## config.mk

```make
export PLATFORM = sky130hd
export DESIGN_NAME = shift_seq_ctrl
export DESIGN_NICKNAME = d
export VERILOG_FILES = /design/src/rtl/shift_seq_ctrl.sv
export SDC_FILE = /design/constraint.sdc
export NUM_CORES = 1
export LEC_CHECK = 0
export BUFFER_PORTS_ARGS = -buffer_cell sky130_fd_sc_hd__buf_4
export CAP_MARGIN = 20
export CORE_MARGIN = 3
export CORE_UTILIZATION = 45
export CTS_CLUSTER_SIZE = 16
export DETAILED_ROUTE_END_ITERATION = 6
export HOLD_SLACK_MARGIN = 0.15
export PLACE_DENSITY_LB_ADDON = 0.1
export SLEW_MARGIN = 20
export SYNTH_ARGS = -nofsm -noshare
export SYNTH_HDL_FRONTEND = slang
export SYNTH_SLANG_ARGS = --single-unit
```

## constraint.sdc

```tcl
create_clock -name clk -period 3.44 [get_ports clk]
set_clock_uncertainty 0.1 [all_clocks]
set_input_delay 0.344 -clock clk [delete_from_list [all_inputs] [get_ports clk]]
set_output_delay 0.344 -clock clk [all_outputs]
set_load 0.05 [all_outputs]
```

## src/rtl/shift_seq_ctrl.sv

```systemverilog
// -----------------------------------------------------------------------------
// shift_seq_ctrl
//   Two-requester front end for the shared 8-bit shift datapath. Requesters A
//   and B are arbitrated round-robin. The granted command (op, amount, data) is
//   latched and executed by a sequential shift engine. The result is returned
//   on a valid/ready response port tagged with the requester id.
//
//   Opcodes: 000 LSR, 001 LSL, 010 ASR, 011 LSL, 100 ROR, 101 ROL.
//   Opcodes 110 and 111 are reserved and return 0.
//
// Ports
//   clk, rst_n                  clock (rising edge), synchronous active-low reset
//   a_valid/a_ready/a_op/a_amt/a_data   requester A command channel
//   b_valid/b_ready/b_op/b_amt/b_data   requester B command channel
//   rsp_valid/rsp_ready         response handshake
//   rsp_id                      0 = result for A, 1 = result for B
//   rsp_data                    shift/rotate result
//   busy                        high whenever the controller is not IDLE
//
// Build option
//   SHIFT_SEQ_ONECYCLE_EN : when defined, the SHIFT state does the whole
//   amt-bit shift in a single barrel step. When undefined (the default), the
//   engine shifts one bit per cycle.
// -----------------------------------------------------------------------------
module shift_seq_ctrl #(
    parameter int W     = 8,
    parameter int AMT_W = 3
) (
    input  logic             clk,
    input  logic             rst_n,
    input  logic             a_valid,
    output logic             a_ready,
    input  logic [2:0]       a_op,
    input  logic [AMT_W-1:0] a_amt,
    input  logic [W-1:0]     a_data,
    input  logic             b_valid,
    output logic             b_ready,
    input  logic [2:0]       b_op,
    input  logic [AMT_W-1:0] b_amt,
    input  logic [W-1:0]     b_data,
    output logic             rsp_valid,
    input  logic             rsp_ready,
    output logic             rsp_id,
    output logic [W-1:0]     rsp_data,
    output logic             busy
);

    typedef enum logic [1:0] {
        ST_IDLE  = 2'd0,
        ST_SHIFT = 2'd1,
        ST_DONE  = 2'd2
    } state_t;

    state_t           state_r;
    state_t           state_s;
    logic [AMT_W-1:0] cnt_r;
    logic [2:0]       op_r;
    logic [W-1:0]     work_r;
    logic             id_r;
    logic             rr_ptr_r;     // 0: A has priority on a tie, 1: B
    logic             rsp_valid_r;
    logic             busy_r;

    logic             grant_a_s;
    logic             grant_b_s;
    logic [2:0]       sel_op_s;
    logic [AMT_W-1:0] sel_amt_s;
    logic [W-1:0]     sel_data_s;

    function automatic logic is_reserved(input logic [2:0] op);
        return (op[2:1] == 2'b11);
    endfunction

`ifdef SHIFT_SEQ_ONECYCLE_EN
    // Full-amount barrel shift. Rotates use a doubled word so no modulo is needed.
    function automatic logic [W-1:0] shift_n(input logic [2:0] op, input logic [W-1:0] d,
                                              input logic [AMT_W-1:0] n);
        logic [2*W-1:0] dd_v;
        logic [W-1:0]   r_v;
        dd_v = {d, d};
        case (op)
            3'b000:         r_v = d >> n;
            3'b001, 3'b011: r_v = d << n;
            3'b010:         r_v = $unsigned($signed(d) >>> n);
            3'b100: begin
                dd_v = dd_v >> n;
                r_v  = dd_v[W-1:0];
            end
            3'b101: begin
                dd_v = dd_v << n;
                r_v  = dd_v[2*W-1:W];
            end
            default:        r_v = {W{1'b0}};
        endcase
        return r_v;
    endfunction
`else
    // Single-bit step. The ASR step keeps the MSB, so repeated steps fill with the original sign.
    function automatic logic [W-1:0] step1(input logic [2:0] op, input logic [W-1:0] d);
        logic [W-1:0] r_v;
        case (op)
            3'b000:         r_v = {1'b0, d[W-1:1]};
            3'b001, 3'b011: r_v = {d[W-2:0], 1'b0};
            3'b010:         r_v = {d[W-1], d[W-1:1]};
            3'b100:         r_v = {d[0], d[W-1:1]};
            3'b101:         r_v = {d[W-2:0], d[W-1]};
            default:        r_v = {W{1'b0}};
        endcase
        return r_v;
    endfunction
`endif

    // Round-robin grant. A grant is only issued in IDLE, and only one ready is high at a time.
    always_comb begin
        grant_a_s = 1'b0;
        grant_b_s = 1'b0;
        if (state_r == ST_IDLE) begin
            if (a_valid && b_valid) begin
                if (rr_ptr_r) begin
                    grant_b_s = 1'b1;
                end else begin
                    grant_a_s = 1'b1;
                end
            end else if (a_valid) begin
                grant_a_s = 1'b1;
            end else if (b_valid) begin
                grant_b_s = 1'b1;
            end else begin
                grant_a_s = 1'b0;
                grant_b_s = 1'b0;
            end
        end else begin
            grant_a_s = 1'b0;
            grant_b_s = 1'b0;
        end
    end

    assign a_ready    = grant_a_s;
    assign b_ready    = grant_b_s;
    assign sel_op_s   = grant_b_s ? b_op   : a_op;
    assign sel_amt_s  = grant_b_s ? b_amt  : a_amt;
    assign sel_data_s = grant_b_s ? b_data : a_data;

    // Next-state logic.
    always_comb begin
        state_s = state_r;
        case (state_r)
            ST_IDLE: begin
                if (grant_a_s || grant_b_s) begin
                    // Zero amount and reserved ops need no shifting and go straight to DONE.
                    if ((sel_amt_s == {AMT_W{1'b0}}) || is_reserved(sel_op_s)) begin
                        state_s = ST_DONE;
                    end else begin
                        state_s = ST_SHIFT;
                    end
                end else begin
                    state_s = ST_IDLE;
                end
            end
            ST_SHIFT: begin
`ifdef SHIFT_SEQ_ONECYCLE_EN
                state_s = ST_DONE;
`else
                if (cnt_r == AMT_W'(1)) begin
                    state_s = ST_DONE;
                end else begin
                    state_s = ST_SHIFT;
                end
`endif
            end
            ST_DONE: begin
                if (rsp_ready) begin
                    state_s = ST_IDLE;
                end else begin
                    state_s = ST_DONE;
                end
            end
            default: state_s = ST_IDLE;
        endcase
    end

    // State, command latch, shift engine and registered response outputs.
    always_ff @(posedge clk) begin
        if (!rst_n) begin
            state_r     <= ST_IDLE;
            cnt_r       <= {AMT_W{1'b0}};
            op_r        <= 3'b000;
            work_r      <= {W{1'b0}};
            id_r        <= 1'b0;
            rr_ptr_r    <= 1'b0;
            rsp_valid_r <= 1'b0;
            busy_r      <= 1'b0;
        end else begin
            state_r     <= state_s;
            rsp_valid_r <= (state_s == ST_DONE);
            busy_r      <= (state_s != ST_IDLE);
            case (state_r)
                ST_IDLE: begin
                    if (grant_a_s || grant_b_s) begin
                        op_r     <= sel_op_s;
                        cnt_r    <= sel_amt_s;
                        id_r     <= grant_b_s;
                        rr_ptr_r <= ~grant_b_s;
                        work_r   <= is_reserved(sel_op_s) ? {W{1'b0}} : sel_data_s;
                    end
                end
                ST_SHIFT: begin
`ifdef SHIFT_SEQ_ONECYCLE_EN
                    work_r <= shift_n(op_r, work_r, cnt_r);
`else
                    work_r <= step1(op_r, work_r);
                    cnt_r  <= cnt_r - AMT_W'(1);
`endif
                end
                default: begin
                    work_r <= work_r;
                end
            endcase
        end
    end

    assign rsp_valid = rsp_valid_r;
    assign rsp_id    = id_r;
    assign rsp_data  = work_r;
    assign busy      = busy_r;

endmodule

```

**Word level (Yosys, flattened, before mapping)**

Index checks and enable logic that the tools add are counted.
W data, S select, Z words.

- Register bits: 20
- Bits of input ports: 33
- Output and inout bits: 13

- Add/sub/neg operators: 1
- Equal/unequal tests: 12
- Muxes and demuxes: 23
- Bitwise operators: 1
- Reductions and logical operators: 12

Operator list:

| cell | count |
|---|---|
| $pmux W8 S5 | 1 |
| $mux W8 | 3 |
| $pmux W8 S2 | 1 |
| $mux W1 | 9 |
| $mux W3 | 3 |
| $mux W2 | 4 |
| $eq A2 B2 Y1 const B | 3 |
| $eq A3 B1 Y1 const B | 2 |
| $eq A3 B2 Y1 const B | 2 |
| $eq A3 B3 Y1 const B | 2 |
| $logic_not A3 Y1 | 2 |
| $pmux W2 S3 | 1 |
| $pmux W3 S2 | 1 |
| $reduce_and A2 Y1 | 2 |
| $reduce_bool A2 Y1 | 2 |
| $reduce_and A3 Y1 | 1 |
| $sub A3 B1 Y3 const B | 1 |
| $eq A2 B1 Y1 const B | 1 |
| $logic_not A2 Y1 | 1 |
| $logic_or A1 B1 Y1 | 2 |
| $ne A2 B1 Y1 const B | 1 |
| $ne A2 B2 Y1 const B | 1 |
| $reduce_or A2 Y1 | 1 |
| $logic_and A1 B1 Y1 | 1 |
| $not A1 Y1 | 1 |

**Logic depth before layout (Yosys ltp)**

- Word-level depth: 11
- Gate-level depth with buffers: 5
- Mapped depth without buffers: 5

**Worst setup path after synthesis**

OpenSTA, ideal clock, no wires.

- Kind: register to output
- From: register state_r[0]
- To: output b_ready
- Arrival time: 1.137 ns
- Data required time: 2.996 ns
- Path slack: 1.859 ns
- Cell stages (with the launch flop): 5
- Buffers on the path: 1
- Cell sequence: dfxtp_1 > nor2_4 > nand3_4 > buf_6 > inv_1

- Cells in the longest elaborated chain, start to end: 2

RTL lines:

| what | RTL line | source |
|---|---|---|
| start, declared | 54 | `state_t state_r;` |
| start signal, assigned | 194 | `state_r <= state_s;` |
| $logic_not A2 Y1 | 117 | `if (state_r == ST_IDLE) begin` |
| $mux W1 | 117 |  |
| end, declared | 37 | `output logic b_ready,` |

Every way passes these cells.

**Final worst setup path**

Same ends and word-level chain as after synthesis.

==> results.md <==
- Vias: 1291
- Worst path slowest cell: dfxtp_1
- Max-slew violation count: 0
- Synth area leaders: dfxtp_1 (31%), mux2_2 (10%), nand3_1 (6.6%), mux2i_1 (6.2%), nand2_1 (5.0%)
- Resize count post-CTS: 0
- Commonest non-fill, non-tap cell in the layout: buf_4
- Relative slew slack: 47.0%
- First-pass GRT wire length: 5630 um
- Post-layout util: 64.4%
- RR Startpoint: state_r[0]$_SDFF_PN0_
- Antenna Violating Nets Remaining: 0
- TNS Setup: 0 ns
- Crit-path max cell delay: 0.42 ns
- CTS tree: done
- Post-Place Cell Area: 1620 um^2
- Worst min path class: input pin to flip-flop
- R2R Path End: cnt_r[0]$_SDFFE_PN0P_
- Sequential area share after synthesis: 31.1%
- Largest area contributor in the netlist: dfxtp_1
- WP data arrival: 1.53 ns
- Hold slack: 0.214 ns
- Hold_sp: b_op[0]
- Largest delay share family, worst path: simple AND/OR/NAND/NOR gates
- Crit Path Class: flip-flop to output pin
- Mapped Nets: 183
- Post-Syn Instances: 148
- Final #Nets: approximately 230
- Crit Path Max Fanout: 16
- Layout fillers: 238
- R2R setup slack: ~1.5 ns
- DIE AREA: roughly 3500 um^2
- WL/cell: 15.6 um
- Site row count: 18
- Vias in the first global route: between 1000 and 1500
- Crit path cell chain: nor2_4 -> nand3_4 -> inv_1 -> buf_4
- Synth unique cells: 40
- Pleak: 0.000773 uW
- Cell Count, Final, Fillers Out: 220
- Mapped cell area: 1290 um^2
- Final Cell Area: 1670 um^2
- Total gr overflow: 0
- HPWL after DPL: 2670 um
- Initial drt markers: 58
- Setup Fix Bufs, Post-CTS: 0
- Clock Latency Late Sink: 0.31 ns
- Yosys warning count: 0
- Status: complete, no violations
- Ratio of cells with drive above 1 in the final layout: between 30% and 40%
- DR pass1 iterations: 4
- Ys flop type: dfxtp_1
- Placed cell count: roughly 220
- # setup viols final: 0
- Hold EP: op_r[0]$_SDFFE_PN0P_
- Required @ worst endpoint: 3.00 ns
- CTS clk-pin slew, worst paths: 0.12 ns
- Hold buffer count at cts: 0
- Largest buffer count on any clock path: 2
- Most frequent cells in the layout: buf_4 (45), dfxtp_1 (20), nand2_1 (17), nand3_1 (17)
- RSZ-0062 raised after global routing: no
- All-Layer GR Usage: about 21%
- Fin crit period: roughly 2.0 ns
- CP Capture Type: output pin
- F_max: 507 MHz
- Htree depth: 1
- Clock Sinks: 20
- Max rail drop VDD: a little under 0.6 mV
- Worst R2R Path Depth: 4
- Die width: 59.5 um
- Worst slew pin tran: approximately 0.8 ns
- Initial core utilization: between 40 and 50%
- CP Buf/Inv Count: 2
- Cts bufs inserted: 3
- Antenna violations before repair: 0
- CP startpoint kind: flip-flop
- Post-synth EDFFs: 0
- Max-cap check violation count: 0
- Core area: roughly 2600 um^2
- Yosys top cell area share: 31.1%
- Final worst-path cycle share: between 50% and 60%
- Die height: about 60 um
- GPL Wtd Cong: between 0.7 and 0.8
- Drt total wl: between 3000 and 4000 um
- Cell Pwr Density: 667 nW/um^2
- Pin count of the biggest net entering global routing: 23
- Final Hold Fails: 0
- Number of port buffers: 45
- Routed vias/inst: 5.87
- Clock root cell: clkbuf_4
- Ports: 46
- Avg Cell Area, Syn: slightly below 9 um^2
- Layout area overhead: 29.6%
- Residual DRC count: 0
- Antenna cell count: 0
- Yosys reg bits: 20
- Asr flop ratio synth: 0%
- Min-Delay Path Depth: 3
## stage by stage
step / worst slack, ns / total power (uW)
2_1_floorplan: 1.86 / 778
3_3_place_gp: 1.68 / 903
3_5_place_dp: 1.61 / 922
4_1_cts: 1.45 / 1120
5_1_grt: 1.35 / 1190
6_report: 1.47 / 1110
## cell families (layout without fill, tap and decap cells)
logic type / count (synthesis) / count (layout) / share of synthesized area, %
buf+inv: 12 / 54 / 5.05
fa+ha+maj: 2 / 2 / 1.94
mux: 21 / 21 / 17.9
compound gates: 41 / 41 / 21.6
flops: 20 / 20 / 31.1
simple gates: 52 / 52 / 22.4
## area by class of cell
cell class	count	area, um^2	area share (%)
inverters	5	18.8	1.12
flip-flops and latches	20	400	24.0
multi-input cells	116	822	49.3
clock buffers	3	22.5	1.35
clock inverters	1	30.0	1.80
well taps	30	37.5	2.25
repair buffers	45	338	20.2
## worst max-delay path by stage
stage / start / endpoint / slack [ns] / depth (start not counted)
after floorplan: state_r[0]$_SDFF_PN0_ / b_ready / 1.86 / 4
after global placement: state_r[0]$_SDFF_PN0_ / cnt_r[0]$_SDFFE_PN0P_ / 1.68 / 4
after detailed placement: state_r[0]$_SDFF_PN0_ / cnt_r[0]$_SDFFE_PN0P_ / 1.61 / 4
after CTS: state_r[0]$_SDFF_PN0_ / b_ready / 1.45 / 4
after global routing: state_r[0]$_SDFF_PN0_ / cnt_r[0]$_SDFFE_PN0P_ / 1.35 / 4
final: state_r[0]$_SDFF_PN0_ / b_ready / 1.47 / 4
## power by group
part           internal (uW)  switching (uW)
logic                    219             336
clock network            118            77.7
registers                292            69.4
## tightest hold or removal path: stages
cell     delay [ns]
buf_4          0.07
mux2i_1        0.05
a21oi_1        0.12
## flip-flops by register name, indices dropped and copies added (netlist names)
name	cells
busy	1
rr_ptr_r	1
rsp_id	1
rsp_valid	1
rsp_data	8
cnt_r	3
op_r	3
state_r	2
## routing by layer
layer / track usage (%) / part of all wire [%] / vias up
met4: 5.06 / 0.90 / 0
li1: - / - / 634
met3: 5.45 / 5.4 / 4
met2: 37.9 / 54 / 32
met1: 23.7 / 40 / 621
met5: 0 / 0 / -
## Yosys cell counts, types with 2 or more instances
library cell,n
a211oi_1,2
a21oi_1,4
a31oi_1,7
buf_6,2
clkbuf_1,3
dfxtp_1,20
ha_1,2
inv_1,5
mux2_2,12
mux2i_1,8
nand2_1,17
nand2b_1,3
nand3_1,17
nor2_1,3
nor2_4,2
o21ai_0,12
o22ai_1,4
o2bb2ai_1,2
o31ai_1,2
No activity file was read; power rests on OpenSTA's default activity.
